`src/rtl/reg_write_arbiter_pkg.sv`:
```
// Shared FSM encoding and requester indices for register-bank write arbiters.
// No logic of its own: combinational constants only, no backpressure.
package reg_write_arbiter_pkg;

    typedef enum logic {
        ST_IDLE = 1'b0,
        ST_LOAD = 1'b1
    } state_t;

    localparam logic REQ0 = 1'b0;
    localparam logic REQ1 = 1'b1;

endpackage

```
`src/rtl/rr_arbiter2.sv`:
```
// Two-way round-robin grant, purely combinational (0 cycles): prio wins ties.
// No grant while enable is low; grant only ever follows a raised valid.
module rr_arbiter2
    import reg_write_arbiter_pkg::*;
(
    input  logic [1:0] valid,
    input  logic       prio,
    input  logic       enable,
    output logic [1:0] grant
);

    always_comb begin
        grant = 2'b00;
        if (enable) begin
            grant[REQ0] = valid[REQ0] && (!valid[REQ1] || (prio == REQ0));
            grant[REQ1] = valid[REQ1] && (!valid[REQ0] || (prio == REQ1));
        end
    end

endmodule

```
`src/rtl/reg_write_arbiter.sv`:
```
// Shares a register bank's write port between two requesters, round-robin; strobe one cycle after accept.
// Accepts at most one write per 2 cycles; ready is low throughout LOAD so requesters simply hold valid.
module reg_write_arbiter
    import reg_write_arbiter_pkg::*;
#(
    parameter int WIDTH    = 32,
    parameter int NUM_REGS = 8,
    parameter int ADDR_W   = 4
) (
    input  logic                clk,
    input  logic                rst_n,
    input  logic                req0_valid,
    input  logic [ADDR_W-1:0]   req0_addr,
    input  logic [WIDTH-1:0]    req0_data,
    output logic                req0_ready,
    input  logic                req1_valid,
    input  logic [ADDR_W-1:0]   req1_addr,
    input  logic [WIDTH-1:0]    req1_data,
    output logic                req1_ready,
    output logic [NUM_REGS-1:0] reg_load,
    output logic [WIDTH-1:0]    reg_in,
    output logic                busy,
    output logic                addr_err
);

    state_t               state;
    logic                 prio;
    logic [1:0]           grant;
    logic                 accept;
    logic [ADDR_W-1:0]    sel_addr;
    logic [WIDTH-1:0]     sel_data;
    logic [NUM_REGS-1:0]  sel_onehot;

    // Ready is gated by rst_n so nothing looks accepted while reset is held.
    rr_arbiter2 u_arb (
        .valid  ({req1_valid, req0_valid}),
        .prio   (prio),
        .enable ((state == ST_IDLE) && rst_n),
        .grant  (grant)
    );

    assign req0_ready = grant[REQ0];
    assign req1_ready = grant[REQ1];
    assign accept     = |grant;

    always_comb begin
        sel_addr = req0_addr;
        sel_data = req0_data;
        if (grant[REQ1]) begin
            sel_addr = req1_addr;
            sel_data = req1_data;
        end
    end

    // Out-of-range addresses match no bit, which doubles as the error detect.
    always_comb begin
        sel_onehot = '0;
        for (int k = 0; k < NUM_REGS; k++) begin
            sel_onehot[k] = (sel_addr == ADDR_W'(k));
        end
    end

    // reg_in is the data latch itself, so it keeps the last written value while idle.
    always_ff @(posedge clk or negedge rst_n) begin
        if (!rst_n) begin
            state    <= ST_IDLE;
            prio     <= REQ0;
            reg_load <= '0;
            reg_in   <= '0;
            busy     <= 1'b0;
            addr_err <= 1'b0;
        end else begin
            case (state)
                ST_IDLE: begin
                    if (accept) begin
                        state    <= ST_LOAD;
                        prio     <= grant[REQ0] ? REQ1 : REQ0;
                        reg_in   <= sel_data;
                        reg_load <= sel_onehot;
                        busy     <= 1'b1;
                        addr_err <= ~|sel_onehot;
                    end
                end
                ST_LOAD: begin
                    state    <= ST_IDLE;
                    reg_load <= '0;
                    busy     <= 1'b0;
                    addr_err <= 1'b0;
                end
                default: state <= ST_IDLE;
            endcase
        end
    end

endmodule

```
`config.mk`:
```
export PLATFORM = sky130hd
export DESIGN_NAME = reg_write_arbiter
export DESIGN_NICKNAME = d
export VERILOG_FILES = /design/src/rtl/reg_write_arbiter_pkg.sv /design/src/rtl/rr_arbiter2.sv /design/src/rtl/reg_write_arbiter.sv
export SDC_FILE = /design/constraint.sdc
export NUM_CORES = 1
export LEC_CHECK = 0
export CAP_MARGIN = 20
export CORE_UTILIZATION = 35
export DETAILED_ROUTE_END_ITERATION = 8
export DONT_BUFFER_PORTS = 1
export MAX_ROUTING_LAYER = met4
export PLACE_DENSITY = 0.49
export SLEW_MARGIN = 0
export SYNTH_ARGS = -nofsm -noshare
export SYNTH_HDL_FRONTEND = slang
export SYNTH_SLANG_ARGS = --single-unit
```
`constraint.sdc`:
```
create_clock -name clk -period 1.5 [get_ports clk]
set_input_delay 0.3 -clock clk [delete_from_list [all_inputs] [get_ports clk]]
set_output_delay 0.3 -clock clk [all_outputs]
set_load 0.05 [all_outputs]
```
# == Word-level counts from Yosys, hierarchy flattened ==
# Index checks and enable logic that the tools add are counted.
# W data, S select, Z words.
# op_classes
n_eq_ne,8
muxes,12
bitwise_logic,2
reduce_logical,12
# op_table
cell,n
$mux W32,1
$eq A4 B3 Y1 const B,4
$pmux W8 S2,1
$eq A4 B2 Y1 const B,2
$mux W8,1
$reduce_or A8 Y1,1
$pmux W1 S2,3
$eq A4 B1 Y1 const B,1
$logic_not A4 Y1,1
$mux W1,4
$mux W4,1
$logic_and A1 B1 Y1,3
$logic_not A1 Y1,3
$logic_or A1 B1 Y1,2
$mux W2,1
$ne A2 B2 Y1 const B,1
$not A1 Y1,2
$reduce_and A2 Y1,1
$reduce_or A2 Y1,1
# word_totals
regBits,44
out_inout_bits,44
wordCells,40

# == Depth between registers and ports, before layout ==
# logic_depth
ltp_word,10
ltp_mapped,6
ltp_nobuf,4

# == By module ==
# Synthesis repeated with hierarchy kept, for this count alone.
# unflattened
hier_cells,201
area_unflattened_um2,2098.3
# modules_own_cells
mod,instances,cells_per_inst,area_per_inst_um2,seq_area_each_um2
reg_write_arbiter,1,196,2077.0,1101.1
rr_arbiter2,1,5,21.3,0.0

# == Worst setup path after synthesis ==
# No wires, ideal clock.
# synth_timing
path_type,reg2out
from,register state
to,output port req0_ready
t_arrival_ps,1466
setup_slack_ps,-266
path_stages_with_launch,4
n_path_buf,0
path_cell_list,dfrtp_1 -> and2b_1 -> nand2_1 -> a21oi_1
# synth_via
elab_chain_cells,3
# synth_lines
item,line,source
"start, declared",reg_write_arbiter.sv:26,state_t state;
"start signal, assigned",reg_write_arbiter.sv:66,state <= ST_IDLE;
"start signal, assigned",reg_write_arbiter.sv:76,state <= ST_LOAD;
"start signal, assigned",reg_write_arbiter.sv:85,state <= ST_IDLE;
$not A1 Y1 (no line),-,
$logic_and A1 B1 Y1,reg_write_arbiter.sv:38,".enable ((state == ST_IDLE) && rst_n),"
$mux W2,rr_arbiter2.sv:14,if (enable) begin
"end, declared",reg_write_arbiter.sv:15,"output logic req0_ready,"
# No other way between the ends.

# == Final worst setup path ==
# Ends and elaborated chain as after synthesis.

==> results.py <==
metrics = {
    "yosys": {
        "syn_area_per_cell_sq_um": 9.13,
        "syn_area_sq_um": 2330,
        "ys_ff_latch": 44,
        "ys_types": 26,
        "syn_inst": 255,
        "synth_fp_nets": 331,
        "ys_seq_area_frac": 0.473,
        "yosys_warnings": 0,
    },
    "placed_design": {
        "place_hpwl_mm": 4.40,
        "placed_cell_area_sq_um": 2590,
        "gp_congestion": 0.763,
        "portBuffers": 0,
        "pre_cts_ws_ns": 0.0450,
        "dpl.cell_count": 339,
    },
    "timing": {
        "worstMarginPinSlew_ns": 0.508,
        "period_share": 1.07,
        "slew_violations": 0,
        "hold_ws_ns": 0.149,
        "hold_viol_final": 0,
        "final.min_clock_period_ns": 1.61,
        "rsz0062_at_grt": "true",
        "setup_tns_ns": -0.179,
        "fin_ws_ns": -0.112,
        "finClkSkew_ns": 0.00523,
        "slew_headroom": 0.661,
        "setup_violations": 2,
        "clock.fmax_mhz": 621,
    },
    "hold_path": {
        "min_path_cells": 2,
        "hold_class": "in2reg",
    },
    "grt": {
        "grt_max_degree": 45,
        "grt_pass1_wl_mm": 10.9,
        "grt_overflow_total": 0,
        "grt_pass1_vias": 2104,
        "antenna_found_initial": 0,
        "grtUsageTotal": 0.199,
    },
    "routing": {
        "vias": 2145,
        "drt_pass1_iterations": 4,
        "final_antenna_net_count": 0,
        "wirelength_mm": 6.80,
        "via_per_inst": 6.04,
        "drt_drc_violations_left": 0,
        "drt-initial-drc-count": 98,
        "wl_per_cell_microns": 19.1,
    },
    "finish": {
        "area_delta_synth_final_pct": 29.8,
        "fin_nets": 354,
        "diodes": 0,
        "final_util": 0.473,
        "fillCellCount": 622,
        "final-instance-count-excl-fill": 355,
        "final_area_sq_um": 3020,
        "layout-drive-gt1-share": 0.277,
    },
    "clock_tree": {
        "htree_levels": 2,
        "cts_tree": "built",
        "cts_made_buffers": 5,
        "cts_buffer_depth": 2,
        "clk_pin_slew_ns": 0.08,
        "root_buffer": "clkbuf_8",
        "clock_sinks": 44,
        "clock_latency_ns": 0.29,
    },
    "pwr": {
        "p_per_area_nw_per_um2": 1230,
        "vdd_drop_max_v": 0.000564,
        "fin_total_pwr_mw": 3.73,
        "p_leak_nw": 1.29,
    },
    "setup_path": {
        "cp.arrival_ns": 1.31,
        "worstSetupPathDepth": 4,
        "worstPathCellList": "and2b_2, nand2_4, a21oi_4, buf_12",
        "endpoint_kind": "output pin",
        "slowest_delay_ns": 0.41,
        "path_buf_inv": 1,
        "start_kind": "flop",
        "required_ns": 1.20,
        "ff2ff_path_depth": 5,
        "crit_type": "reg2out",
        "path_max_fanout": 5,
        "critPathTopFamily": "flip-flops",
        "slowest_stage": "dfrtp_1",
    },
    "floorplan": {
        "die-height_microns": 83.5,
        "rows": 29,
        "die_area_sq_um": 6980,
        "die_w_microns": 83.5,
        "ios": 120,
        "coreArea_sq_um": 6390,
        "initial_core_util": 0.364,
    },
    "outcome": {
        "status": "complete, but fails checks",
        "violations": "negative setup slack",
    },
    "flow_run": {
        "cap_violations": 0,
    },
}
==> cells in the mapped netlist <==
| cell | n | area (sq um) |
|---|---|---|
| and2_1 | 1 | 6.26 |
| o21ai_0 | 34 | 170 |
| nand4_1 | 8 | 50.1 |
| buf_6 | 4 | 45.0 |
| o311ai_1 | 27 | 236 |
| a21oi_1 | 1 | 5.00 |
| dfrtp_1 | 44 | 1100 |
| mux2i_1 | 1 | 10.0 |
| nand2_1 | 2 | 7.51 |
| o2111ai_1 | 3 | 26.3 |
| nand3_1 | 33 | 165 |
| buf_2 | 2 | 10.0 |
| a21o_1 | 1 | 7.51 |
| nor2b_1 | 4 | 25.0 |
| o311ai_2 | 2 | 32.5 |
| or2_2 | 1 | 6.26 |
| and2b_1 | 1 | 7.51 |
| clkbuf_1 | 19 | 71.3 |
| inv_1 | 40 | 150 |
| and3b_1 | 1 | 8.76 |
| and2_4 | 1 | 8.76 |
| o311ai_0 | 4 | 35.0 |
| nand2b_1 | 4 | 25.0 |
| nor2_1 | 4 | 15.0 |
| o211ai_1 | 10 | 75.1 |
| o221ai_1 | 3 | 26.3 |
==> worst reg2reg max path: cells and delay by family, from the launching register on <==
kind                   cells  cell delay, ns
DFF                        1            0.39
buffers and inverters      2            0.26
and+or+nand+nor            1            0.26
AOI/OAI and AO/OA          2            0.42
==> report_power, final <==
part | total [mW] | switching, mW | internal (mW) | leakage (nW)
Sequential | 1.94 | 0.574 | 1.37 | 0.542
Combinational | 1.06 | 0.650 | 0.414 | 0.704
Clock | 0.717 | 0.399 | 0.318 | 0.0410
==> final timing paths <==
kind                          endpoint  slack, ns     startpoint
min in group asynchronous    reg_in[7]       0.51          rst_n
hold / removal              reg_in[31]       0.15  req1_data[31]
setup / recovery            req0_ready      -0.11          state
setup reg to reg              addr_err       0.04          state
max in group asynchronous  reg_load[2]       0.78          rst_n
hold reg to reg             reg_in[15]       0.54     reg_in[15]
==> cells in the final DEF, fill, tap and decap left out, types with 5 or more instances in the layout <==
cell / n
dfrtp_1: 44
o21ai_0: 32
inv_1: 40
clkbuf_8: 5
nand3_1: 32
nand4_1: 8
buf_4: 30
o211ai_1: 10
o311ai_2: 17
o311ai_1: 11
==> sequential cells by signal, indices dropped and copies added (netlist names) <==
name and count:
prio 1, addr_err 1, reg_load 8, state 1, busy 1, reg_in 32
==> what timing repair did <==
item	4_1_cts	5_1_grt
resized for setup	11	28
endpoints found under the hold margin	44	0
cloned	2	0
hold buffers	2	0
setup buffers	4	1
setup endpoints to repair	2	28
pin swaps	1	2
==> metal layers <==
metal | track usage | part of all wire | vias up
met4 | 0.0416 | 0.0079 | 0
li1 | - | - | 979
met5 | - | 0 | -
met2 | 0.306 | 0.47 | 95
met3 | 0.0514 | 0.074 | 5
met1 | 0.266 | 0.44 | 1066
==> layout make-up <==
type / instances / area (sq um) / share of cell area
Clock inverter: 1 / 5.00 / 0.00166
Timing Repair Buffer: 41 / 423 / 0.140
Sequential cell: 44 / 1100 / 0.365
Multi-Input combinational cell: 146 / 1170 / 0.388
Clock buffer: 6 / 72.6 / 0.0240
Inverter: 40 / 150 / 0.0497
Tap cell: 77 / 96.3 / 0.0319
==> cell families (layout without fill, tap and decap cells) <==
group / after synthesis / count (layout) / synth area share
compound gates: 85 / 85 / 0.264
buf+inv: 65 / 88 / 0.119
simple gates: 60 / 60 / 0.140
flops: 44 / 44 / 0.473
mux: 1 / 1 / 0.00430
(Power assumes the default switching activity.)
